$ cat src/rtl/axil_cmd_master_if.sv
// rtl/axil_cmd_master_if.sv - AXI4-Lite bus bundle with master/slave views
interface axil_cmd_master_if #(
    parameter int ADDR_WIDTH = 16,
    parameter int DATA_WIDTH = 32,
    parameter int STRB_WIDTH = DATA_WIDTH / 8
);
    logic [ADDR_WIDTH-1:0] awaddr;
    logic [2:0]            awprot;
    logic                  awvalid;
    logic                  awready;
    logic [DATA_WIDTH-1:0] wdata;
    logic [STRB_WIDTH-1:0] wstrb;
    logic                  wvalid;
    logic                  wready;
    logic [1:0]            bresp;
    logic                  bvalid;
    logic                  bready;
    logic [ADDR_WIDTH-1:0] araddr;
    logic [2:0]            arprot;
    logic                  arvalid;
    logic                  arready;
    logic [DATA_WIDTH-1:0] rdata;
    logic [1:0]            rresp;
    logic                  rvalid;
    logic                  rready;

    modport master (
        output awaddr, awprot, awvalid, input awready,
        output wdata, wstrb, wvalid, input wready,
        input bresp, bvalid, output bready,
        output araddr, arprot, arvalid, input arready,
        input rdata, rresp, rvalid, output rready
    );

    modport slave (
        input awaddr, awprot, awvalid, output awready,
        input wdata, wstrb, wvalid, output wready,
        output bresp, bvalid, input bready,
        input araddr, arprot, arvalid, output arready,
        output rdata, rresp, rvalid, input rready
    );
endinterface

$ cat src/rtl/axil_cmd_master.sv
// rtl/axil_cmd_master.sv - single-outstanding AXI4-Lite initiator driven by a cmd/rsp port
module axil_cmd_master #(
    parameter int DATA_WIDTH = 32,
    parameter int ADDR_WIDTH = 16,
    parameter int STRB_WIDTH = DATA_WIDTH / 8
) (
    input  logic                  clk,
    input  logic                  rst,
    input  logic                  cmd_valid,
    output logic                  cmd_ready,
    input  logic                  cmd_write,
    input  logic [ADDR_WIDTH-1:0] cmd_addr,
    input  logic [DATA_WIDTH-1:0] cmd_wdata,
    input  logic [STRB_WIDTH-1:0] cmd_wstrb,
    input  logic [2:0]            cmd_prot,
    output logic                  rsp_valid,
    input  logic                  rsp_ready,
    output logic                  rsp_write,
    output logic [DATA_WIDTH-1:0] rsp_rdata,
    output logic [1:0]            rsp_resp,
    axil_cmd_master_if.master     m_axil
);
    typedef enum logic [2:0] {
        IDLE,
        WRITE,
        WRITE_RESP,
        READ,
        READ_RESP,
        RSP
    } state_t;

    state_t                state_q, state_d;
    logic                  cmd_ready_q, cmd_ready_d;
    logic [ADDR_WIDTH-1:0] addr_q, addr_d;
    logic [DATA_WIDTH-1:0] wdata_q, wdata_d;
    logic [STRB_WIDTH-1:0] wstrb_q, wstrb_d;
    logic [2:0]            prot_q, prot_d;
    logic                  aw_done_q, aw_done_d;
    logic                  w_done_q, w_done_d;
    logic                  rsp_write_q, rsp_write_d;
    logic [DATA_WIDTH-1:0] rsp_rdata_q, rsp_rdata_d;
    logic [1:0]            rsp_resp_q, rsp_resp_d;

    // Every output is either a flop or a decode of flops, so no input reaches an output combinationally.
    assign cmd_ready      = cmd_ready_q;
    assign rsp_valid      = (state_q == RSP);
    assign rsp_write      = rsp_write_q;
    assign rsp_rdata      = rsp_rdata_q;
    assign rsp_resp       = rsp_resp_q;

    assign m_axil.awaddr  = addr_q;
    assign m_axil.awprot  = prot_q;
    assign m_axil.awvalid = (state_q == WRITE) && !aw_done_q;
    assign m_axil.wdata   = wdata_q;
    assign m_axil.wstrb   = wstrb_q;
    assign m_axil.wvalid  = (state_q == WRITE) && !w_done_q;
    assign m_axil.bready  = (state_q == WRITE_RESP);
    assign m_axil.araddr  = addr_q;
    assign m_axil.arprot  = prot_q;
    assign m_axil.arvalid = (state_q == READ);
    assign m_axil.rready  = (state_q == READ_RESP);

    always_comb begin
        state_d     = state_q;
        addr_d      = addr_q;
        wdata_d     = wdata_q;
        wstrb_d     = wstrb_q;
        prot_d      = prot_q;
        aw_done_d   = aw_done_q;
        w_done_d    = w_done_q;
        rsp_write_d = rsp_write_q;
        rsp_rdata_d = rsp_rdata_q;
        rsp_resp_d  = rsp_resp_q;

        case (state_q)
            IDLE: begin
                // cmd_ready_q gates acceptance so the first edge after reset release cannot take a command.
                if (cmd_valid && cmd_ready_q) begin
                    addr_d    = cmd_addr;
                    wdata_d   = cmd_wdata;
                    wstrb_d   = cmd_wstrb;
                    prot_d    = cmd_prot;
                    aw_done_d = 1'b0;
                    w_done_d  = 1'b0;
                    state_d   = cmd_write ? WRITE : READ;
                end
            end
            WRITE: begin
                if (m_axil.awvalid && m_axil.awready) begin
                    aw_done_d = 1'b1;
                end
                if (m_axil.wvalid && m_axil.wready) begin
                    w_done_d = 1'b1;
                end
                if (aw_done_d && w_done_d) begin
                    state_d = WRITE_RESP;
                end
            end
            WRITE_RESP: begin
                if (m_axil.bvalid) begin
                    rsp_write_d = 1'b1;
                    rsp_rdata_d = '0;
                    rsp_resp_d  = m_axil.bresp;
                    state_d     = RSP;
                end
            end
            READ: begin
                if (m_axil.arready) begin
                    state_d = READ_RESP;
                end
            end
            READ_RESP: begin
                if (m_axil.rvalid) begin
                    rsp_write_d = 1'b0;
                    rsp_rdata_d = m_axil.rdata;
                    rsp_resp_d  = m_axil.rresp;
                    state_d     = RSP;
                end
            end
            RSP: begin
                if (rsp_ready) begin
                    state_d = IDLE;
                end
            end
            default: begin
                state_d = IDLE;
            end
        endcase

        cmd_ready_d = (state_d == IDLE);
    end

    always_ff @(posedge clk) begin
        if (!rst) begin
            state_q     <= IDLE;
            cmd_ready_q <= 1'b0;
            addr_q      <= '0;
            wdata_q     <= '0;
            wstrb_q     <= '0;
            prot_q      <= '0;
            aw_done_q   <= 1'b0;
            w_done_q    <= 1'b0;
            rsp_write_q <= 1'b0;
            rsp_rdata_q <= '0;
            rsp_resp_q  <= '0;
        end else begin
            state_q     <= state_d;
            cmd_ready_q <= cmd_ready_d;
            addr_q      <= addr_d;
            wdata_q     <= wdata_d;
            wstrb_q     <= wstrb_d;
            prot_q      <= prot_d;
            aw_done_q   <= aw_done_d;
            w_done_q    <= w_done_d;
            rsp_write_q <= rsp_write_d;
            rsp_rdata_q <= rsp_rdata_d;
            rsp_resp_q  <= rsp_resp_d;
        end
    end
endmodule

$ cat src/flat_wrapper.sv
// flat-port wrapper written by rule: the top's interface ports become plain ports
module axil_cmd_master_flat 
#(
    parameter int DATA_WIDTH = 32,
    parameter int ADDR_WIDTH = 16,
    parameter int STRB_WIDTH = DATA_WIDTH / 8
)
  (clk, rst, cmd_valid, cmd_ready, cmd_write, cmd_addr, cmd_wdata, cmd_wstrb, cmd_prot, rsp_valid, rsp_ready, rsp_write, rsp_rdata, rsp_resp, m_axil_awaddr, m_axil_awprot, m_axil_awvalid, m_axil_awready, m_axil_wdata, m_axil_wstrb, m_axil_wvalid, m_axil_wready, m_axil_bresp, m_axil_bvalid, m_axil_bready, m_axil_araddr, m_axil_arprot, m_axil_arvalid, m_axil_arready, m_axil_rdata, m_axil_rresp, m_axil_rvalid, m_axil_rready);
  axil_cmd_master_if #(.ADDR_WIDTH(ADDR_WIDTH), .DATA_WIDTH(DATA_WIDTH), .STRB_WIDTH(STRB_WIDTH)) m_axil_i ();
  input  logic clk;
  input  logic rst;
  input  logic cmd_valid;
  output logic cmd_ready;
  input  logic cmd_write;
  input  logic [ADDR_WIDTH-1:0] cmd_addr;
  input  logic [DATA_WIDTH-1:0] cmd_wdata;
  input  logic [STRB_WIDTH-1:0] cmd_wstrb;
  input  logic [2:0] cmd_prot;
  output logic rsp_valid;
  input  logic rsp_ready;
  output logic rsp_write;
  output logic [DATA_WIDTH-1:0] rsp_rdata;
  output logic [1:0] rsp_resp;
  output wire logic [$bits(m_axil_i.awaddr)-1:0] m_axil_awaddr;
  output wire logic [$bits(m_axil_i.awprot)-1:0] m_axil_awprot;
  output wire logic [$bits(m_axil_i.awvalid)-1:0] m_axil_awvalid;
  input wire logic [$bits(m_axil_i.awready)-1:0] m_axil_awready;
  output wire logic [$bits(m_axil_i.wdata)-1:0] m_axil_wdata;
  output wire logic [$bits(m_axil_i.wstrb)-1:0] m_axil_wstrb;
  output wire logic [$bits(m_axil_i.wvalid)-1:0] m_axil_wvalid;
  input wire logic [$bits(m_axil_i.wready)-1:0] m_axil_wready;
  input wire logic [$bits(m_axil_i.bresp)-1:0] m_axil_bresp;
  input wire logic [$bits(m_axil_i.bvalid)-1:0] m_axil_bvalid;
  output wire logic [$bits(m_axil_i.bready)-1:0] m_axil_bready;
  output wire logic [$bits(m_axil_i.araddr)-1:0] m_axil_araddr;
  output wire logic [$bits(m_axil_i.arprot)-1:0] m_axil_arprot;
  output wire logic [$bits(m_axil_i.arvalid)-1:0] m_axil_arvalid;
  input wire logic [$bits(m_axil_i.arready)-1:0] m_axil_arready;
  input wire logic [$bits(m_axil_i.rdata)-1:0] m_axil_rdata;
  input wire logic [$bits(m_axil_i.rresp)-1:0] m_axil_rresp;
  input wire logic [$bits(m_axil_i.rvalid)-1:0] m_axil_rvalid;
  output wire logic [$bits(m_axil_i.rready)-1:0] m_axil_rready;
  assign m_axil_awaddr = m_axil_i.awaddr;
  assign m_axil_awprot = m_axil_i.awprot;
  assign m_axil_awvalid = m_axil_i.awvalid;
  assign m_axil_i.awready = m_axil_awready;
  assign m_axil_wdata = m_axil_i.wdata;
  assign m_axil_wstrb = m_axil_i.wstrb;
  assign m_axil_wvalid = m_axil_i.wvalid;
  assign m_axil_i.wready = m_axil_wready;
  assign m_axil_i.bresp = m_axil_bresp;
  assign m_axil_i.bvalid = m_axil_bvalid;
  assign m_axil_bready = m_axil_i.bready;
  assign m_axil_araddr = m_axil_i.araddr;
  assign m_axil_arprot = m_axil_i.arprot;
  assign m_axil_arvalid = m_axil_i.arvalid;
  assign m_axil_i.arready = m_axil_arready;
  assign m_axil_i.rdata = m_axil_rdata;
  assign m_axil_i.rresp = m_axil_rresp;
  assign m_axil_i.rvalid = m_axil_rvalid;
  assign m_axil_rready = m_axil_i.rready;
  axil_cmd_master #(.DATA_WIDTH(DATA_WIDTH), .ADDR_WIDTH(ADDR_WIDTH), .STRB_WIDTH(STRB_WIDTH)) u_core (.clk(clk), .rst(rst), .cmd_valid(cmd_valid), .cmd_ready(cmd_ready), .cmd_write(cmd_write), .cmd_addr(cmd_addr), .cmd_wdata(cmd_wdata), .cmd_wstrb(cmd_wstrb), .cmd_prot(cmd_prot), .rsp_valid(rsp_valid), .rsp_ready(rsp_ready), .rsp_write(rsp_write), .rsp_rdata(rsp_rdata), .rsp_resp(rsp_resp), .m_axil(m_axil_i));
endmodule
$ cat config.mk
export PLATFORM = sky130hd
export DESIGN_NAME = axil_cmd_master_flat
export DESIGN_NICKNAME = d
export VERILOG_FILES = /design/src/rtl/axil_cmd_master_if.sv /design/src/rtl/axil_cmd_master.sv /design/src/flat_wrapper.sv
export SDC_FILE = /design/constraint.sdc
export NUM_CORES = 1
export LEC_CHECK = 0
export BUFFER_PORTS_ARGS = -buffer_cell sky130_fd_sc_hd__buf_4
export CAP_MARGIN = 40
export CORE_MARGIN = 2
export CORE_UTILIZATION = 47
export CTS_CLUSTER_DIAMETER = 150
export DETAILED_ROUTE_END_ITERATION = 10
export PLACE_DENSITY = 0.87
export SLEW_MARGIN = 30
export SYNTH_ARGS = -nofsm -noshare
export SYNTH_HDL_FRONTEND = slang
export SYNTH_SLANG_ARGS = --single-unit
$ cat constraint.sdc
create_clock -name clk -period 4.5 [get_ports clk]
set_input_delay 0.45 -clock clk [delete_from_list [all_inputs] [get_ports clk]]
set_output_delay 0.45 -clock clk [all_outputs]
set_load 0.03 [all_outputs]
======== Word-level counts from Yosys, hierarchy flattened ========
Index checks and enable logic that the tools add are counted.
operators by class
  multiplexer cells ....................... 24
  eq/ne operators ......................... 8
  reductions and logical operators ........ 15
operator list
  kind                  count
  $mux W32              2
  $pmux W32 S2          1
  $mux W3               6
  $pmux W3 S6           1
  $mux W1               7
  $eq A3 B2 Y1 const B  2
  $eq A3 B3 Y1 const B  2
  $logic_and A1 B1 Y1   6
  $logic_not A3 Y1      2
  $mux W2               3
  $pmux W1 S2           3
  $ne A2 B2 Y1 const B  2
  $pmux W2 S2           1
  $reduce_and A2 Y1     2
  $reduce_bool A2 Y1    2
  $eq A3 B1 Y1 const B  1
  $reduce_and A3 Y1     1
  $logic_not A1 Y1      2
  $ne A2 B1 Y1 const B  1
storage, ports and cells
  input port bits ......................... 101
  word-level logic and storage cells ...... 58
  register bits after elaboration ......... 96

======== Depth between registers and ports, before layout ========
  depth after elaboration ................. 9
  gate-level depth with buffers ........... 7
  depth with buffers taken out ............ 4

======== Worst setup path before layout ========
OpenSTA, ideal clock, no wires.
  path kind ............................... register to output
  start point ............................. reg u_core.state_q[0]
  end point ............................... out m_axil_awvalid
  arrival time ............................ 1300 ps
  slack ................................... 2750 ps
  stages on the path, launching flop included .. 4
  cell sequence ........................... dfxtp_1 > buf_2 > or3b_1 > nor2_1
between the ends
  cells in the longest elaborated chain, start to end .. 2
RTL lines
  element                 RTL line                RTL
  from (decl)             axil_cmd_master.sv:32   state_t state_q, state_d;
  from (signal assigned)  axil_cmd_master.sv:147  state_q <= state_d;
  $eq A3 B1 Y1            axil_cmd_master.sv:53   assign m_axil.awvalid = (state_q == WRITE) && !aw_done_q;
  $logic_and A1 B1 Y1     axil_cmd_master.sv:53
  to (decl)               flat_wrapper.sv:26      output wire logic [$bits(m_axil_i.awvalid)-1:0] m_axil_awvalid;
No other way between the ends.

======== Worst setup path in the final report ========
  start point ............................. reg u_core.state_q[2]
  end point ............................... out m_axil_rready
between the ends
  cells in the longest elaborated chain, start to end .. 1
RTL lines
  element       RTL line               RTL
  $eq A3 B3 Y1  axil_cmd_master.sv:61  assign m_axil.rready = (state_q == READ_RESP);
  to (decl)     flat_wrapper.sv:42     output wire logic [$bits(m_axil_i.rready)-1:0] m_axil_rready;
No other way between the ends.

==> impl_metrics.toml <==
[outcome]
status = "complete, no violations"

[floorplanning]
rows = 32
dieWidth_um = 94.3
die_area_um2 = 8890
coreArea_um2 = 7810
die_h_um = 94.3
start_util = 0.491
io_pins = 217

[synthesis]
synth_nets = 535
synth_cells = 434
ys_dominant_reg_cell = "dfxtp_1"
yosys_warnings = 0
yosysMostFrequentCell = "nand2_1"
synth_cell_types = 33
synth_edf_count = 0
synth_top_area_frac = 0.502
async_reset_ff_frac = 0
syn_avg_cell_area_um2 = 8.82
netlist_area_um2 = 3830
synthTopCellsByArea = "dfxtp_1, a21boi_1, nand2_1, buf_4, a22oi_1"
yosysSeqAreaShare = 0.502
synth_top_area_cell = "dfxtp_1"
synth-seq-cells = 96
yosys-top-cells-count = "nand2_1, dfxtp_1, a21boi_1"

[sta]
tns_ns = 0
hold_slack_ns = 0.346
slew_viol_final = 0
setup_viol = 0
layout_min_cycle_time_ns = 2.48
max_freq_ghz = 0.402
final-hold-violation-count = 0
finalCritPeriodShare = 0.552
tightest_slew_ns = 0.746
slew_headroom = 0.502
fin_worst_skew_ns = 0.00989
rsz0062_at_grt = "no"

[grt]
grt_antenna_before_repair = 0
grt_usage = 0.226
first_global_vias = 3397
grt_max_degree = 96
grt-ovfl-total = 0
grt_pass1_wl_um = 16000

[clock_tree]
cts_made_buffers = 9
cts.clk_slew.worst_paths_ns = 0.09
cts-root-buf = "clkbuf_8"
postCtsHoldBufs = 0
cts_buffer_depth = 2
htreeDepth = 3
postCtsSetupRepairBufs = 0
tritoncts = "done"
clock-sinks = 96
clk_latency_ns = 0.34
post_cts_resized = 0

[cells_and_area]
multi_input_area_um2 = 1640
seq_area_um2 = 1920
diodes = 0
fill_cells = 610
area_growth_pct = 45.0
nets = 714
layout-drive-gt1-share = 0.387

[critical_path]
slowest_delay_ns = 0.63
crit_top_cell = "buf_4"
critPathBufInv = 2
arrival_ns = 2.03
path_class = "reg -> out"
cp_max_fo = 14
end_kind = "primary output"
cp-startpoint = "u_core.state_q[2]$_SDFF_PN0_"
reg2reg_slack_ns = 2.30
required_ns = 4.05
rr_startpoint = "u_core.state_q[2]$_SDFF_PN0_"
path_cells = "nor3b_2, buf_4, buf_4"
crit_family = "flip-flops"
cpMaxStageDelayCell = "dfxtp_1"
worst_setup_path_start_kind = "flip-flop"

[power_and_ir_drop]
power_leakage_nw = 2.45
powerDensity_nw_per_um2 = 390
ir_drop_mv = 0.231

[drt]
drt_iter0_drc = 170
wl_per_cell_um = 14.5
drc_errors = 0
avgViaCountPerCell = 4.99
vias = 3588
wl_um = 10400
drtPass1Iterations = 4
final_antenna_net_count = 0

[placement]
place_congestion = 0.787
dp_hpwl_um = 7480
port_buffers = 216

[min_path]
min_from = "cmd_addr[6]"
hp-class = "in -> reg"

[flow_run]
drv_cap = 0
-- per-layer routing --
layer	wire, µm	vias to the layer above	GRT usage
met4	244	0	0.0954
li1	-	1770	-
met5	0	-	0
met1	4200	1647	0.267
met3	778	22	0.0522
met2	5190	149	0.393
-- flip-flops by register name (all words and copies together), names as in the netlist --
register              count
u_core.m_axil.wdata      32
u_core.rsp_rdata         32
u_core.m_axil.araddr     16
u_core.m_axil.wstrb       4
u_core.m_axil.arprot      3
u_core.state_q            3
u_core.rsp_resp           2
u_core.aw_done_q          1
u_core.cmd_ready          1
u_core.rsp_write          1
u_core.w_done_q           1
-- worst paths after layout --
| kind | end | depth (start not counted) |
|---|---|---|
| setup / recovery | m_axil_rready | 3 |
| hold / removal | u_core.m_axil.araddr[6]$_SDFFE_PN0P_ | 3 |
| setup reg to reg | u_core.cmd_ready$_SDFF_PN0_ | 4 |
| hold reg to reg | u_core.m_axil.wdata[23]$_SDFFE_PN0P_ | 2 |
-- report_power, final --
group / leakage [nW] / internal, mW / switching [mW]
combinational: 1.58 / 0.260 / 0.389
sequential: 0.778 / 0.920 / 0.0513
clock: 0.0925 / 0.269 / 0.274
-- kinds of logic after synthesis --
family                 share of synthesized area
AND/OR/NAND/NOR                            0.221
buffers and inverters                     0.0748
AO/OA/AOI/OAI                              0.195
flip-flops                                 0.502
multiplexers                             0.00784
-- worst reg2reg max path, stage by stage, from the launching register on --
cell and delay [ns]:
dfxtp_1 0.63, and4bb_4 0.53, or2_1 0.60, a2111oi_4 0.13, and4_1 0.22
-- cell type report --
| type | instances | area share |
|---|---|---|
| clock inverters | 3 | 0.00766 |
| multi-input cells | 285 | 0.295 |
| well taps | 102 | 0.0230 |
| flip-flops and latches | 96 | 0.346 |
| repair buffers | 219 | 0.301 |
| inverters | 2 | 0.00135 |
| clock buffers | 12 | 0.0261 |
-- layout by cell type, fill, tap and decap left out, types with 2 or more instances in the layout --
| cell | synthesis | final |
|---|---|---|
| buf_4 | 21 | 217 |
| nand2_1 | 126 | 126 |
| dfxtp_1 | 96 | 96 |
| a21boi_1 | 67 | 67 |
| nor2b_1 | 24 | 24 |
| a22oi_1 | 20 | 20 |
| nand3_1 | 12 | 12 |
| clkbuf_8 | 0 | 10 |
| nor2_1 | 7 | 6 |
| nor3_1 | 3 | 3 |
| mux2i_1 | 3 | 3 |
| a21oi_1 | 3 | 3 |
| inv_1 | 2 | 2 |
| nor2_4 | 0 | 2 |
| o211a_1 | 2 | 2 |
| clkbuf_1 | 19 | 2 |
-- metrics by stage --
| stage | utilization | total power, mW | setup WS [ns] | instances | cell area [µm²] |
|---|---|---|---|---|---|
| floorplan | - | 1.39 | 2.75 | 434 | 3830 |
| CTS | 0.711 | 2.19 | 2.03 | 719 | 5550 |
| global route | 0.711 | 2.26 | 1.91 | 719 | 5550 |
| detailed placement | 0.687 | 1.64 | 2.34 | 704 | 5370 |
| global placement | 0.680 | 1.60 | 2.33 | 701 | 5310 |
| finish | 0.711 | 2.16 | 2.02 | 719 | 5550 |
Power figures use the tool's default switching activity.
